$ cat config.mk
export PLATFORM = sky130hd
export DESIGN_NAME = l2_cache_control
export DESIGN_NICKNAME = d
export VERILOG_FILES = /design/src/rtl/l2_cache_control_pkg.sv /design/src/rtl/l2_cache_control_victim_select.sv /design/src/rtl/l2_cache_control.sv
export SDC_FILE = /design/constraint.sdc
export NUM_CORES = 1
export LEC_CHECK = 0
export CELL_PAD_IN_SITES_DETAIL_PLACEMENT = 2
export CELL_PAD_IN_SITES_GLOBAL_PLACEMENT = 2
export CORE_MARGIN = 2
export CORE_UTILIZATION = 15
export CTS_CLUSTER_SIZE = 25
export DETAILED_ROUTE_END_ITERATION = 6
export PLACE_DENSITY_LB_ADDON = 0.12
export SLEW_MARGIN = 15
export SYNTH_ARGS = -nofsm -noshare
export SYNTH_HDL_FRONTEND = slang
export SYNTH_HIERARCHICAL = 1
export SYNTH_SLANG_ARGS = --single-unit
export TNS_END_PERCENT = 20
$ cat constraint.sdc
create_clock -name clk -period 4.8 [get_ports clk]
set_clock_uncertainty 0.05 [all_clocks]
set_input_delay 0.96 -clock clk [delete_from_list [all_inputs] [get_ports clk]]
set_output_delay 0.96 -clock clk [all_outputs]
set_load 0.02 [all_outputs]
$ cat src/rtl/l2_cache_control_pkg.sv
// l2_cache_control_pkg: shared L2 controller state type, way count and way helpers.
package l2_cache_control_pkg;
  localparam int L2_WAYS = 4;
  typedef enum logic [1:0] {IDLE, COMPARE, WRITEBACK, ALLOCATE} lc3b_l2_state;
  function automatic logic [L2_WAYS-1:0] way_onehot(input logic [1:0] w);
    logic [L2_WAYS-1:0] r;
    r = '0;
    r[w] = 1'b1;
    return r;
  endfunction
  function automatic logic [1:0] lowest_set(input logic [L2_WAYS-1:0] v);
    return v[0] ? 2'd0 : v[1] ? 2'd1 : v[2] ? 2'd2 : 2'd3;
  endfunction
endpackage

$ cat src/rtl/l2_cache_control_victim_select.sv
// l2_victim_select: picks the lowest invalid way, falling back to the LRU victim when the set is full.
module l2_victim_select
  import l2_cache_control_pkg::*;
(
  input  logic [L2_WAYS-1:0] valid,
  input  logic [1:0]         lru_way,
  output logic [1:0]         victim
);
  assign victim = (&valid) ? lru_way : lowest_set(~valid);
endmodule

$ cat src/rtl/l2_cache_control.sv
// l2_cache_control: L2 control FSM sequencing tag compare, dirty writeback and line allocate.
// Defining L2_PERF_CNT_EN adds saturating hit/miss/writeback counters.
module l2_cache_control
  import l2_cache_control_pkg::*;
#(
  parameter int NUM_WAYS  = L2_WAYS,
  parameter int CNT_WIDTH = 32
) (
  input  logic                clk,
  input  logic                reset,
  input  logic                mem_read,
  input  logic                mem_write,
  output logic                mem_resp,
  input  logic [NUM_WAYS-1:0] hit,
  input  logic [NUM_WAYS-1:0] valid,
  input  logic [NUM_WAYS-1:0] dirty,
  input  logic [1:0]          lru_way,
  output logic                lru_write,
  output logic [1:0]          way_sel,
  output logic [NUM_WAYS-1:0] load_line,
  output logic [NUM_WAYS-1:0] set_dirty,
  output logic [NUM_WAYS-1:0] clr_dirty,
  output logic                datain_sel,
  output logic                pmem_addr_sel,
  output logic                pmem_read,
  output logic                pmem_write,
  input  logic                pmem_resp
`ifdef L2_PERF_CNT_EN
  ,
  output logic [CNT_WIDTH-1:0] hit_count,
  output logic [CNT_WIDTH-1:0] miss_count,
  output logic [CNT_WIDTH-1:0] wb_count
`endif
);
  lc3b_l2_state r_state, w_next;
  logic [1:0] r_victim, w_victim, w_hit_way;
  logic       r_refill, w_req, w_hit;
  assign w_req     = mem_read | mem_write;
  assign w_hit     = |hit;
  assign w_hit_way = lowest_set(hit);
  l2_victim_select u_victim (
    .valid   (valid),
    .lru_way (lru_way),
    .victim  (w_victim)
  );
  always_ff @(posedge clk) begin
    if (reset) begin
      r_state  <= IDLE;
      r_victim <= '0;
      r_refill <= 1'b0;
    end else begin
      r_state  <= w_next;
      r_victim <= (r_state == COMPARE && w_req && !w_hit) ? w_victim : r_victim;
      r_refill <= (w_next == IDLE) ? 1'b0 : (r_state == ALLOCATE && pmem_resp) ? 1'b1 : r_refill;
    end
  end
  always_comb begin
    w_next        = r_state;
    mem_resp      = 1'b0;
    lru_write     = 1'b0;
    way_sel       = '0;
    load_line     = '0;
    set_dirty     = '0;
    clr_dirty     = '0;
    datain_sel    = 1'b0;
    pmem_addr_sel = 1'b0;
    pmem_read     = 1'b0;
    pmem_write    = 1'b0;
    case (r_state)
      IDLE: w_next = w_req ? COMPARE : IDLE;
      COMPARE: begin
        if (!w_req) begin
          w_next = IDLE;
        end else if (w_hit) begin
          w_next     = IDLE;
          way_sel    = w_hit_way;
          mem_resp   = 1'b1;
          lru_write  = 1'b1;
          load_line  = mem_write ? way_onehot(w_hit_way) : '0;
          set_dirty  = mem_write ? way_onehot(w_hit_way) : '0;
          datain_sel = mem_write;
        end else begin
          w_next = (valid[w_victim] && dirty[w_victim]) ? WRITEBACK : ALLOCATE;
        end
      end
      WRITEBACK: begin
        way_sel       = r_victim;
        pmem_addr_sel = 1'b1;
        pmem_write    = !reset;
        clr_dirty     = pmem_resp ? way_onehot(r_victim) : '0;
        w_next        = pmem_resp ? ALLOCATE : WRITEBACK;
      end
      ALLOCATE: begin
        way_sel   = r_victim;
        pmem_read = !reset;
        load_line = pmem_resp ? way_onehot(r_victim) : '0;
        clr_dirty = pmem_resp ? way_onehot(r_victim) : '0;
        w_next    = pmem_resp ? COMPARE : ALLOCATE;
      end
      default: w_next = IDLE;
    endcase
  end
  a_onehot_hit: assert property (@(posedge clk) disable iff (reset)
    (r_state == COMPARE && w_req) |-> $onehot0(hit))
    else $warning("l2_cache_control: multi-hot hit vector %b", hit);
`ifdef L2_PERF_CNT_EN
  logic [CNT_WIDTH-1:0] r_hit_cnt, r_miss_cnt, r_wb_cnt;
  always_ff @(posedge clk) begin
    if (reset) begin
      r_hit_cnt  <= '0;
      r_miss_cnt <= '0;
      r_wb_cnt   <= '0;
    end else begin
      if (r_state == COMPARE && w_req && w_hit && !r_refill && !(&r_hit_cnt)) r_hit_cnt <= r_hit_cnt + CNT_WIDTH'(1);
      if (r_state == COMPARE && w_req && !w_hit && !(&r_miss_cnt)) r_miss_cnt <= r_miss_cnt + CNT_WIDTH'(1);
      if (r_state == COMPARE && w_next == WRITEBACK && !(&r_wb_cnt)) r_wb_cnt <= r_wb_cnt + CNT_WIDTH'(1);
    end
  end
  assign hit_count  = r_hit_cnt;
  assign miss_count = r_miss_cnt;
  assign wb_count   = r_wb_cnt;
`endif
endmodule

==> metrics.yaml, run 1 <==
placed_design:
  dpl_cell_area_sq_um: 904.6
  port_buffers: 38
  place_ws_ps: 1029
  dp.cells: 151
  dp_hpwl_mm: 1.802
  gp_congestion: 0.7223
run:
  cap_violations: 0
drt:
  drtIter0Drc: 8
  ant_nets: 0
  routed-via-count: 706
  drc: 0
  viasPerCell: 4.584
  drtPass1Iterations: 2
  wl_per_cell_um: 13.81
  drt-total-wl_mm: 2.127
clocking:
  clock-sinks: 4
  cts_tree: "done"
  clk_pin_slew_ps: 30
  cts-buffers-inserted: 3
  cts_buffer_depth: 2
  cts_resized: 0
  post_cts_buffers: 0
  cts_hold_buf: 0
  htree_levels: 1
  cts-root-buf: "clkbuf_4"
  clock_latency_ps: 240
floorplanning:
  die_area_sq_um: 3645
  die_w_um: 60.38
  start_util_pct: 15.74
  coreArea_sq_um: 3028
  fp.dieH_um: 60.38
  ios: 39
  rows: 20
global_route:
  antenna_found_initial: 0
  grt_pass1_wl_mm: 3.394
  grt_max_degree: 13
  overflow: 0
  grtUsageTotal_pct: 12.21
  grt_pass1_vias: 738
setup_path:
  r2r_cells: 3
  critical_path_class: "in2out"
  critPathCaptureType: "output port"
  r2r_setup_slack_ps: 3210
  arrival_ps: 2760
  worst-path-max-fanout: 7
  reg2reg_from: "r_state[0]"
  reg2reg_to: "r_state[0]"
  setup.worst_path.start_class: "primary input"
  required_ps: 3790
timing:
  final_hold_viol_count: 0
  relSlewSlack_pct: 69.23
  max_slew.worst_pin.slew_ps: 460.7
  whs_ps: 508.1
  max_freq_ghz: 0.2653
  grt_setup_unrepaired: "false"
  setup_viol: 0
  fin_ws_ps: 1031
  fin_crit_ps: 3769
  finalMaxSlewViolations: 0
  finalSetupTns_ps: 0
  period_share_pct: 78.51
cells_and_area:
  postLayoutCoreUtil_pct: 30.62
  drive_gt1_share_pct: 7.273
  multi_input_area_sq_um: 362.8
  final_cell_area_sq_um: 927.1
  antenna_cells: 0
  area_growth_pct: 94.49
  fin_cells: 154
  register_area_sq_um: 80.08
  final_nets: 131
  fillCellCount: 371
worst_hold_path:
  hp-start: "r_victim[1]"
  whs_path_depth: 2
  hold-path-endpoint: "r_victim[1]"
  hold_class: "reg2reg"
logic_synthesis:
  synth_warnings: 6
  synth_area_per_cell_sq_um: 6.714
  yosysUniqueCellTypes: 31
  synth-seq-cells: 4
  syn-num-nets: 90
  synth_cells: 71
  syn_area_sq_um: 476.7
  ys_seq_area_share_pct: 16.80
pwr:
  total_power_uw: 132.2
  ir_worst_vdd_uv: 63.82
  p_per_area_nw_per_um2: 142.6
  p_leak_nw: 0.3441
outcome:
  outcome: "finished clean"
cells in the mapped netlist:
library cell	instances	share of area, %
nand3_1	2	2.1
nor2_1	8	6.3
o221a_1	1	2.4
nand2_1	9	7.1
o31ai_2	1	2.6
nor2b_1	3	3.9
o21a_1	2	3.1
a32oi_1	1	1.8
nand4_1	3	3.9
and4b_1	1	2.1
inv_1	5	3.9
and3_2	1	1.6
or2_2	1	1.3
a2111o_1	1	2.4
nand2b_1	1	1.3
o2111ai_1	1	1.8
o31ai_1	2	3.1
nand4b_1	1	1.8
nor3_1	5	5.2
or4_1	1	1.6
a31oi_1	1	1.3
dfxtp_1	4	17
and4_1	1	1.8
a21oi_1	4	4.2
buf_4	1	1.6
a22o_1	1	1.8
nor4_1	2	2.6
or4_4	1	2.4
nand3b_1	2	3.1
clkbuf_1	2	1.6
a21o_1	2	3.1
per-layer routing:
metal	vias up	wire, um	track usage, %
met1	331	908	13.99
met5	-	0	0
met3	0	118	2.132
li1	347	-	-
met2	28	1100	24.22
met4	0	0	0.9524
placed cells by master, fill, tap and decap left out, types with 2 or more instances in the layout:
master           synthesis  routed
inv_1                    5       5
nand2_1                  9       9
nor2b_1                  3       3
clkdlybuf4s50_1          0      38
nor3_1                   5       5
nor2_1                   8       8
o21a_1                   2       2
dfxtp_1                  4       4
nand4_1                  3       3
a21oi_1                  4       4
nand3_1                  2       2
nand3b_1                 2       2
a21o_1                   2       2
nor4_1                   2       2
clkbuf_4                 0       3
o31ai_1                  2       2
cell type report:
| class | instances | share of cell area (%) |
|---|---|---|
| Tap cell | 44 | 5.938 |
| Inverter | 5 | 2.024 |
| Sequential cell | 4 | 8.637 |
| Clock buffer | 3 | 2.429 |
| Timing Repair Buffer | 39 | 41.84 |
| Multi-Input combinational cell | 59 | 39.14 |
power breakdown:
group / switching [mW] / internal [mW]
clock: 0.0139 / 0.0280
sequential: 0.00313 / 0.0345
combinational: 0.0251 / 0.0276
total: 0.0421 / 0.0900
worst max-delay path by stage:
stage / start / endpoint / slack (ps) / depth (start not counted)
floorplan: hit[1] / way_sel[0] / 1740 / 3
global placement: mem_write / way_sel[0] / 1050 / 5
detailed placement: hit[0] / way_sel[0] / 1030 / 5
CTS: mem_write / way_sel[0] / 1020 / 5
global route: mem_write / way_sel[0] / 900 / 5
finish: mem_write / way_sel[0] / 1030 / 5
critical path, cell delays in order:
cell and delay, ps:
clkdlybuf4s50_1 560, nor2_1 110, nor3_1 340, a22o_1 190, clkdlybuf4s50_1 600
sequential cells by signal, summed over array words and instances, names as in the netlist:
signal	cells
r_state	2
r_victim	2
kinds of logic (layout without fill, tap and decap cells):
group	Yosys count	in the layout	share of synthesized area [%]
simple gates	42	42	48.30
compound gates	17	17	27.82
buf+inv	8	47	7.088
flops	4	4	16.80
Note: power is estimated with default switching activity, not from simulation.
==> inputs of run 2 (changes only) <==
CORE_UTILIZATION = 13   (was 15)
clock period = 3.21 ns   (was 4.8 ns; I/O delays follow)
==> run 2 against run 1 <==
Final cell count rose by 3.9%. Total power rose by 56%. Non-clock buffer count rose by 4. Critical path depth did not move. Register-to-register slack got worse by 1500 ps. Flip-flop and latch count did not move. Design area rose by 3.5%. Utilization fell by 2.5 points. Die area rose by 14%. Highest routed layer is now met4.
==> metrics.yaml, run 2 (same netlist as run 1, synthesis figures left out) <==
run:
  cap_violations: 0
setup_path:
  critPathCaptureType: "output port"
  cpPeakStageDelay_ps: 530
  worst-path-max-fanout: 7
  crit_path_top_delay_cell: "clkdlybuf4s50_1"
  crit_buf_inv: 2
  arrival_ps: 2410
  critical_path_class: "in2out"
  required_ps: 2520
  crit_family: "buffers and inverters"
  cpMostUsedCell: "clkdlybuf4s50_1"
  crit_chain: "clkdlybuf4s50_1, nor4_1, nor3_1, a22o_1, clkdlybuf4s50_1"
  setup.worst_path.start_class: "primary input"
global_route:
  overflow: 0
  grt_max_degree: 13
  grt_pass1_wl_mm: 3.463
  met2_usage_pct: 20.44
  use_met3_pct: 1.215
  grt_pass1_vias: 760
  grtUsageTotal_pct: 10.77
  grtUsageMet1_pct: 11.92
  grt-busiest-layer: "met2"
  antenna_found_initial: 0
timing:
  relSlewSlack_pct: 73.70
  finalMaxSlewViolations: 0
  grt_setup_unrepaired: "false"
  period_share_pct: 96.59
  finalSetupTns_ps: 0
  final_hold_viol_count: 0
  fin_crit_ps: 3100
  max_freq_ghz: 0.3225
  setup_viol: 0
  max_slew.worst_pin.slew_ps: 394.0
drt:
  drtIter0Drc: 6
  drtPass1Iterations: 2
  viasPerCell: 4.600
  wl_per_cell_um: 13.51
  drc: 0
  ant_nets: 0
  routed-via-count: 736
  drt-total-wl_mm: 2.162
cells_and_area:
  drive_gt1_share_pct: 10.53
  antenna_cells: 0
  final_nets: 135
  fillCellCount: 410
  area_growth_pct: 101.3
  final_common_cell: "clkdlybuf4s50_1"
  final_cell_mix: "clkdlybuf4s50_1 (38), nand2_1 (9), nor2_1 (8)"
  reg.largest.list: "r_state: 2 flops, r_victim: 2 flops"
floorplanning:
  start_util_pct: 13.96
  rows: 21
  die_area_sq_um: 4167
  die_w_um: 64.56
  ios: 39
  fp.dieH_um: 64.56
  coreArea_sq_um: 3416
pwr:
  p_leak_nw: 0.3642
  p_per_area_nw_per_um2: 214.9
  total_power_uw: 206.2
  ir_worst_vdd_uv: 49.28
worst_hold_path:
  hold_class: "reg2reg"
clocking:
  cts_hold_buf: 0
  htree_levels: 1
  post_cts_buffers: 0
  cts-root-buf: "clkbuf_4"
  clk_pin_slew_ps: 40
  clock_latency_ps: 240
  cts_resized: 0
  cts_buffer_depth: 2
  cts-buffers-inserted: 3
  clock-sinks: 4
  cts_tree: "done"
placed_design:
  port_buffers: 38
  gp_congestion: 0.6931
  dp_hpwl_mm: 1.905
outcome:
  outcome: "finished clean"
## run 2: metal layers
layer  wire length, um  share of wire [%]
met1               912                 42
met2              1080                 50
met3               130                6.0
met4                40                1.9
met5                 0                  0
## run 2: path summary, 6_finish.rpt
path	end	start	cells after the start	slack, ps
setup reg to reg	r_state[0]	r_state[1]	3	1690
setup / recovery	way_sel[0]	hit[0]	5	110
hold reg to reg	r_victim[1]	r_victim[1]	2	480
hold / removal	r_victim[1]	r_victim[1]	2	480
## run 2: per-stage QoR
step                setup slack (ps)  instances  utilization (%)  hold WS [ps]  cell area [sq um]
finish                         109.6        160            28.10         480.9              959.7
global route                   21.50        160            28.10         544.9              959.7
CTS                            97.93        160            28.10         493.4              959.7
detailed placement             106.8        157            27.44         488.0              937.1
global placement               150.6        157            27.44         483.5              937.1
floorplan                      788.8         71                -         431.0              476.7
## run 2: where the power goes
part,switching (mW),leakage (nW),total [mW],internal (mW)
Sequential,0.00149,0.0325,0.0530,0.0515
Combinational,0.0417,0.318,0.0881,0.0464
Clock,0.0231,0.0138,0.0651,0.0420
## run 2: tightest hold or removal path: cells and delay by family, from the launching register on
kind | cells | cell delay (ps)
AOI/OAI and AO/OA | 2 | 140
DFF | 1 | 340
## run 2: cell type report
type / instances / area [sq um] / share of cell area [%]
well taps: 46 / 57.56 / 5.997
clock buffers: 3 / 22.52 / 2.347
repair buffers: 43 / 417.9 / 43.55
flip-flops and latches: 4 / 80.08 / 8.344
multi-input cells: 59 / 362.8 / 37.81
inverters: 5 / 18.77 / 1.956
==> inputs of run 3 (changes only) <==
CELL_PAD_IN_SITES_DETAIL_PLACEMENT = default   (was 2)
CELL_PAD_IN_SITES_GLOBAL_PLACEMENT = default   (was 2)
CORE_UTILIZATION = 28   (was 13)
SLEW_MARGIN = 5   (was 15)
==> run 3 against run 2 <==
Wire length is 28% lower. Final cell count down 20%. Worst setup slack better by 56 ps. Register-to-register slack worse by 70 ps. Utilization rose by 30 points. Largest power group unchanged. Clock power is 3% lower. Combinational power fell by 9.0%. Design area is 4.8% lower.
==> metrics.yaml, run 3 (same netlist as run 1, synthesis figures left out) <==
outcome:
  outcome: "finished clean"
drt:
  ant_nets: 0
  drtPass1Iterations: 4
  drc: 0
  wl_per_cell_um: 12.20
  drt-total-wl_mm: 1.562
  drtIter0Drc: 15
  viasPerCell: 5.477
  routed-via-count: 701
timing:
  period_share_pct: 94.83
  setup_viol: 0
  grt_setup_unrepaired: "false"
  finalMaxSlewViolations: 0
  relSlewSlack_pct: 74.54
  max_freq_ghz: 0.3285
  final_hold_viol_count: 0
  max_slew.worst_pin.slew_ps: 381.4
  finalSetupTns_ps: 0
  fin_crit_ps: 3044
  fin_ws_ps: 166.0
floorplanning:
  start_util_pct: 30.58
  fp.dieH_um: 45.26
  rows: 14
  die_area_sq_um: 2048
  ios: 39
  coreArea_sq_um: 1559
  die_w_um: 45.26
global_route:
  antenna_found_initial: 0
  grt_max_degree: 13
  met2_usage_pct: 33.71
  grt-busiest-layer: "met2"
  grtUsageMet1_pct: 19.18
  grtUsageTotal_pct: 17.68
  grt_pass1_vias: 691
  grt_pass1_wl_mm: 2.753
  use_met3_pct: 4.800
  overflow: 0
setup_path:
  arrival_ps: 2350
  reg2reg_from: "r_state[0]"
  cpPeakStageDelay_ps: 590
  crit_chain: "clkdlybuf4s50_1, nor3_1, and4b_1, o21a_1, clkdlybuf4s50_1"
  critical_path_class: "in2out"
  cpMostUsedCell: "clkdlybuf4s50_1"
  setup.worst_path.start_class: "primary input"
  r2r_setup_slack_ps: 1620
  crit_path_top_delay_cell: "clkdlybuf4s50_1"
  crit_path_start: "hit[0]"
  crit_family: "buffers and inverters"
  r2r_cells: 3
  critPathCaptureType: "output port"
  crit_buf_inv: 2
  required_ps: 2520
  worst-path-max-fanout: 7
  reg2reg_to: "r_state[0]"
clocking:
  cts_tree: "done"
  clock_latency_ps: 230
  htree_levels: 1
  clock-sinks: 4
  cts_buffer_depth: 2
  cts-root-buf: "clkbuf_4"
  cts-buffers-inserted: 3
  clk_pin_slew_ps: 40
cells_and_area:
  final_cell_mix: "clkdlybuf4s50_1 (38), nand2_1 (9), nor2_1 (8)"
  area_growth_pct: 91.60
  drive_gt1_share_pct: 9.821
  reg.largest.list: "r_state: 2 flops, r_victim: 2 flops"
  final_common_cell: "clkdlybuf4s50_1"
  final_nets: 133
  antenna_cells: 0
worst_hold_path:
  hold_class: "reg2reg"
  hold-path-endpoint: "r_victim[0]"
  whs_path_depth: 2
  hp-start: "r_victim[0]"
pwr:
  p_leak_nw: 0.3548
  total_power_uw: 199.5
  p_per_area_nw_per_um2: 218.4
  ir_worst_vdd_uv: 138.7
placed_design:
  port_buffers: 38
  place_ws_ps: 104.9
  gp_congestion: 0.7068
  dp_hpwl_mm: 1.328
run:
  cap_violations: 0
[run 3: cell types whose count changed in the layout (fill, tap and decap cells not counted)]
cell and delta:
nor4_2 +1, buf_4 -2, nor4_1 -1
[run 3: repair_timing]
action                     CTS  global route
resized for setup            0             1
hold buffers                 0             0
buffers inserted             0             0
setup endpoints to repair    0             1
[run 3: tightest hold or removal path: stages (launching register included)]
cell	delay, ps
dfxtp_1	340
o31ai_1	80
a21oi_1	60
[run 3: layer usage]
layer | vias up | wire length [um]
li1 | 349 | -
met1 | 313 | 611
met2 | 39 | 821
met3 | 0 | 129
met4 | 0 | 0
met5 | - | 0
[run 3: metrics by stage]
step	instances	util, %	hold slack [ps]	instance area, sq um
6_report	128	58.59	480.2	913.4
5_1_grt	128	58.59	523.8	913.4
4_1_cts	128	58.19	481.5	907.1
3_5_place_dp	125	56.74	472.5	884.6
3_3_place_gp	125	56.74	470.3	884.6
2_1_floorplan	71	-	431.0	476.7
[run 3: layout make-up]
| type | instances | area (sq um) |
|---|---|---|
| well taps | 16 | 20.02 |
| repair buffers | 41 | 402.9 |
| fillers | 149 | 645.6 |
| flip-flops and latches | 4 | 80.08 |
| multi-input cells | 59 | 369.1 |
| inverters | 5 | 18.77 |
| clock buffers | 3 | 22.52 |
[run 3: worst max path at each step]
stage | to | cells after the start
finish | load_line[3] | 5
global route | load_line[3] | 5
CTS | way_sel[0] | 5
detailed placement | way_sel[0] | 5
global placement | way_sel[0] | 5
floorplan | way_sel[0] | 3
[run 3: report_power, final]
| part | internal [mW] | switching, mW | leakage [nW] |
|---|---|---|---|
| clock network | 0.0419 | 0.0215 | 0.0138 |
| logic | 0.0442 | 0.0360 | 0.308 |
| registers | 0.0515 | 0.00445 | 0.0325 |
==> edit 1 (settings of run 2) <==
`L2_WAYS`: 4 -> 5.
--- a/src/rtl/l2_cache_control_pkg.sv
+++ b/src/rtl/l2_cache_control_pkg.sv
@@ -1,6 +1,6 @@
 // l2_cache_control_pkg: shared L2 controller state type, way count and way helpers.
 package l2_cache_control_pkg;
-  localparam int L2_WAYS = 4;
+  localparam int L2_WAYS = 5;
   typedef enum logic [1:0] {IDLE, COMPARE, WRITEBACK, ALLOCATE} lc3b_l2_state;
   function automatic logic [L2_WAYS-1:0] way_onehot(input logic [1:0] w);
     logic [L2_WAYS-1:0] r;
Interface: changed (6 resized); port bits go from 39 to 45. The function was not compared with the original's and may differ.
==> edit 1 against run 2 <==
  * Worst setup slack gained 0.0095 ns
  * Area after synthesis grew 10%
  * Non-clock buffer count is the same
  * Wire length shrank 3.1%
  * Total power grew 16%
  * Cell area grew 6.4%
  * Final cell count grew 1.9%
  * Sequential share of layout area shrank 0.50 points
  * Worst hold slack lost 0.0088 ns
  * Fmax grew 0.31%
  * Sequential cell count is the same
==> edit 1: results (changes against run 2) <==
| Metric | Value |
|---|---|
| Outcome | `complete, no violations` |
| Vias per std cell | `4.184 (-9.0%)` |
| # Post-CTS Setup Buffers | `0 (unchanged)` |
| Worst Path Max Fanout | `4 (-3)` |
| Asr flop ratio synth | `0% (unchanged)` |
| Worst path slowest cell | `clkdlybuf4s50_1` |
| Final Wtd Congestion | `0.6817 (-1.6%)` |
| Leak | `0.3877 nW (+6.4%)` |
| Worst Setup EP | `way_sel[1]` |
| Wire per inst | `12.85 um (-4.9%)` |
| Layout cell share with drive strength beyond 1 | `9.735% (-0.79 points)` |
| First-pass GRT wire length | `3339 um (-3.6%)` |
| R2R Path End | `r_victim[0]$_SDFFE_PP0P_` |
| Reg-to-reg slack, setup | `1.85 ns (+0.16 ns)` |
| Minimum clock period | `3.091 ns (-0.009463 ns)` |
| Drt pass-1 iters | `2 (unchanged)` |
| Gr usage total | `9.644% (-1.1 points)` |
| Final HPWL from detailed placement | `1850 um (-2.9%)` |
| Clk Latency, worst-skew pair | `0.21 ns (-0.03 ns)` |
| Synth warn | `6 (unchanged)` |
| Clk slew on worst S/H paths | `0.03 ns` |
| Nets | `137 (+1.5%)` |
| Num CTS Buffers | `3 (unchanged)` |
| Seq/Total Area, Yosys | `15.27% (-1.5 points)` |
| DR iter-0 viols | `8 (+2)` |
| CP peak stage delay | `0.56 ns (+0.03 ns)` |
| Area contributors post-synth | `dfxtp_1 (15%), buf_4 (7.2%), nand4b_1 (6.7%)` |
| Tightest Hold Check Type | `reg -> reg` |
| Dpl ws | `0.1219 ns (+0.01506 ns)` |
| Worst R2R Start | `r_state[0]$_SDFF_PP0_` |
| CTS Root Cell | `clkbuf_8` |
| Peak VDD IR | `164.2 uV (+230%)` |
| Inserted Diodes | `0 (unchanged)` |
| I/O Buffers | `40 (+5.3%)` |
| Distinct cells, synth | `34 (+9.7%)` |
| Regs by FF count | `r_state (2), r_victim (2)` |
| Post-CTS sizing | `0 (unchanged)` |
| Vias in the first global route | `715 (-5.9%)` |
| Main flop type after synthesis | `dfxtp_1` |
| Largest net degree at the start of global routing | `11 (-2)` |
| Synth top cells by count | `nor2_1 (9), buf_4 (5), nand2b_1 (5)` |
| Critical path arrival | `2.40 ns` |
| Crit path launch | `hit[1]` |
-- edit 1: worst min-delay path by stage --
stage | depth (start not counted) | startpoint | slack (ns) | endpoint
after CTS | 2 | r_victim[1]$_SDFFE_PP0P_ | 0.48 | r_victim[1]$_SDFFE_PP0P_
after detailed placement | 2 | r_victim[1]$_SDFFE_PP0P_ | 0.47 | r_victim[1]$_SDFFE_PP0P_
final | 2 | r_victim[1]$_SDFFE_PP0P_ | 0.47 | r_victim[1]$_SDFFE_PP0P_
after global routing | 2 | r_victim[1]$_SDFFE_PP0P_ | 0.52 | r_victim[1]$_SDFFE_PP0P_
after floorplan | 2 | r_victim[0]$_SDFFE_PP0P_ | 0.42 | r_victim[0]$_SDFFE_PP0P_
after global placement | 2 | r_victim[0]$_SDFFE_PP0P_ | 0.45 | r_victim[0]$_SDFFE_PP0P_
-- edit 1: logic make-up (layout without fill, tap and decap cells) --
| family | after synthesis | in the layout | synth area share (%) |
|---|---|---|---|
| AOI/OAI and AO/OA | 13 | 13 | 20.52 |
| buffers and inverters | 9 | 50 | 10.02 |
| DFF | 4 | 4 | 15.28 |
| muxes | 2 | 2 | 3.819 |
| other | 1 | 3 | 0.7153 |
| and+or+nand+nor | 41 | 41 | 49.64 |
-- edit 1: metrics by stage --
| stage | hold slack, ns | instance area (um2) | util [%] | instances | power, mW |
|---|---|---|---|---|---|
| global route | 0.5162 | 1021 | 25.90 | 163 | 0.2614 |
| finish | 0.4722 | 1021 | 25.90 | 163 | 0.2401 |
| CTS | 0.4792 | 1021 | 25.90 | 163 | 0.2452 |
| global placement | 0.4505 | 979.7 | 24.85 | 160 | 0.1363 |
| floorplan | 0.4192 | 531.8 | - | 72 | 0.09156 |
| detailed placement | 0.4681 | 979.7 | 24.85 | 160 | 0.1371 |
-- edit 1: layout make-up --
type                            count  area [um2]
Timing Repair Buffer               43       422.9
Sequential cell                     4       80.08
Clock buffer                        3       41.29
Tap cell                           50       62.56
Multi-Input combinational cell     59       399.1
Inverter                            4       15.01
Fill cell                         451        2922
-- edit 1: worst max-delay path: cells and delay by family --
| family | cells | cell delay [ns] |
|---|---|---|
| compound gates | 1 | 0.15 |
| buf+inv | 2 | 1.03 |
| simple gates | 2 | 0.58 |
-- edit 1: metal layers --
metal | global-route usage (%) | wire [um]
met1 | 11.14 | 913
met2 | 16.91 | 995
met4 | 2.296 | 0
met3 | 3.333 | 184
met5 | 0 | 0
-- edit 1: where the power goes --
| group | internal (mW) | switching, mW |
|---|---|---|
| Sequential | 0.0513 | 0.00308 |
| Combinational | 0.0458 | 0.0352 |
| Clock | 0.0799 | 0.0248 |
| Total | 0.177 | 0.0631 |
==> edit 2 (settings of run 2) <==
Without the edit above. Register the input `dirty` before use, with the module's reset. The logic sees it one clock later. The other inputs are not delayed to match.
--- a/src/rtl/l2_cache_control.sv
+++ b/src/rtl/l2_cache_control.sv
@@ -32,6 +32,17 @@
   output logic [CNT_WIDTH-1:0] wb_count
 `endif
 );
+
+  logic [NUM_WAYS-1:0] dirty_q;
+
+  always_ff @(posedge clk) begin
+    if (reset) begin
+      dirty_q <= '0;
+    end else begin
+      dirty_q <= dirty;
+    end
+  end
+
   lc3b_l2_state r_state, w_next;
   logic [1:0] r_victim, w_victim, w_hit_way;
   logic       r_refill, w_req, w_hit;
@@ -80,7 +91,7 @@
           set_dirty  = mem_write ? way_onehot(w_hit_way) : '0;
           datain_sel = mem_write;
         end else begin
-          w_next = (valid[w_victim] && dirty[w_victim]) ? WRITEBACK : ALLOCATE;
+          w_next = (valid[w_victim] && dirty_q[w_victim]) ? WRITEBACK : ALLOCATE;
         end
       end
       WRITEBACK: begin
Behaviour: not the same (a bounded check fails within 4 cycles, from zero or initial values and one cycle with reset high).
==> edit 2 against run 2 <==
  * Clock power increased by 78%
  * Register-to-register slack better by 0.06 ns
  * Area after synthesis is 23% higher
  * Cell area is 15% higher
  * Fmax fell by 1.9%
  * Wire length grew 0.83%
  * Synthesized cell count increased by 5.6%
  * Sequential cell count increased by 4
  * Critical endpoint is now set_dirty[3]
  * Worst setup slack lost 0.060 ns
  * Total power grew 47%
==> edit 2: results (changes against run 2) <==
| Metric | Value |
|---|---|
| Synth top cells by count | `dfxtp_1 (8), nor2_1 (8), nand2_1 (7)` |
| Peak VDD IR | `137.9 uV (+180%)` |
| Relative max-transition margin | `71.32% (-2.4 points)` |
| Worst hold start | `r_victim[0]$_SDFFE_PP0P_` |
| Syn Nets | `94 (+4.4%)` |
| First-pass GRT wire length | `3601 um (+4.0%)` |
| Gr usage total | `8.941% (-1.8 points)` |
| Final cell count without fillers | `171 (+6.9%)` |
| Worst Setup EP | `set_dirty[3]` |
| Non-clk buf share | `39.25% (-4.3 points)` |
| Setup WS post-layout | `0.04982 ns (-0.05973 ns)` |
| Area contributors post-synth | `dfxtp_1 (27%), nor2b_1 (6.4%), nor2_1 (5.1%)` |
| Multi-In Gates | `57 (-3.4%)` |
| Compound-Gate Fraction of Synth Area | `17.99% (-9.8 points)` |
| Regs by FF count | `dirty_q (4), r_state (2), r_victim (2)` |
| Outcome | `complete, no violations` |
| Asr flop ratio synth | `0% (unchanged)` |
| Vias in the first global route | `737 (-3.0%)` |
| Hold path cells | `2 (unchanged)` |
| FF-to-FF path depth | `4 (+1)` |
| Tightest hold margin | `0.5180 ns (+0.03710 ns)` |
| CP peak stage delay | `0.55 ns (+0.02 ns)` |
| Non-Clock Buffer Count | `45 (+4.7%)` |
| Largest net degree at the start of global routing | `14 (+1)` |
| Worst R2R Start | `r_state[0]$_SDFF_PP0_` |
| Distinct cells, synth | `34 (+9.7%)` |
| Worst path slowest cell | `or4_4` |
| Worst Path Max Fanout | `2 (-5)` |
| Synth Area per Inst | `7.791 um2 (+16%)` |
| Seq/Total Area, Yosys | `27.41% (+11 points)` |
| Post-CTS sizing | `3 (+3)` |
| Clock Sinks | `8 (+4)` |
| Drt total wl | `2180 um (+0.83%)` |
| Post-route cell area | `1106 um2 (+15%)` |
| Critical path arrival | `2.47 ns (+0.06 ns)` |
| Final HPWL from detailed placement | `1868 um (-1.9%)` |
| Drt pass-1 iters | `3 (+1)` |
| Final Wtd Congestion | `0.7284 (+5.1%)` |
| Crit path launch | `hit[1]` |
| Multiplexer area fraction after synthesis | `3.426% (+3.4 points)` |
| Fill count | `505 (+23%)` |
| Clock buf/inv share | `3.733% (+1.4 points)` |
| DR iter-0 viols | `16 (+10)` |
| Via count | `715 (-2.9%)` |
| Multi-input logic portion of the cell area | `34.62% (-3.2 points)` |
| R2R Path End | `r_victim[1]$_SDFFE_PP0P_` |
| Dpl ws | `-0.1296 ns (-0.2364 ns)` |
| Leak | `0.4769 nW (+31%)` |
| Reg-to-reg slack, setup | `1.75 ns (+0.06 ns)` |
| Layout cell share with drive strength beyond 1 | `13.45% (+2.9 points)` |
| Nets | `140 (+3.7%)` |
| Hold worst-path end | `r_victim[0]$_SDFFE_PP0P_` |
| Inverters | `6 (+1)` |
| Core Util, Final | `25.40% (-2.7 points)` |
| Placed insts | `168 (+7.0%)` |
| Reg area | `160.2 um2 (+100%)` |
| Clk Latency, worst-skew pair | `0.22 ns (-0.02 ns)` |
| CTS Root Cell | `clkbuf_8` |
==> edit 2: cell count changes after synthesis, sizes merged, moves of 3 or more <==
| cell | delta |
|---|---|
| nor2b | +3 |
| and3b | +4 |
| a21oi | -3 |
| dfxtp | +4 |
| nand4 | -3 |
==> edit 2: power breakdown <==
part	internal [mW]	leakage, nW	total, mW	switching, mW
Sequential	0.104	0.0659	0.109	0.00473
Combinational	0.0457	0.389	0.0790	0.0333
Clock	0.0809	0.0216	0.116	0.0355
==> edit 2: metal layers <==
metal | vias up | track usage (%) | share of wire [%]
li1 | 352 | - | -
met1 | 343 | 11.30 | 46
met2 | 18 | 15.47 | 50
met3 | 2 | 1.709 | 3.9
met4 | 0 | 2.516 | 0.50
met5 | - | 0 | 0
==> edit 2: worst min-delay path, delay by kind of cell (launching register included) <==
| family | cells | cell delay, ns |
|---|---|---|
| mux | 1 | 0.14 |
| flops | 1 | 0.33 |
| simple gates | 1 | 0.05 |
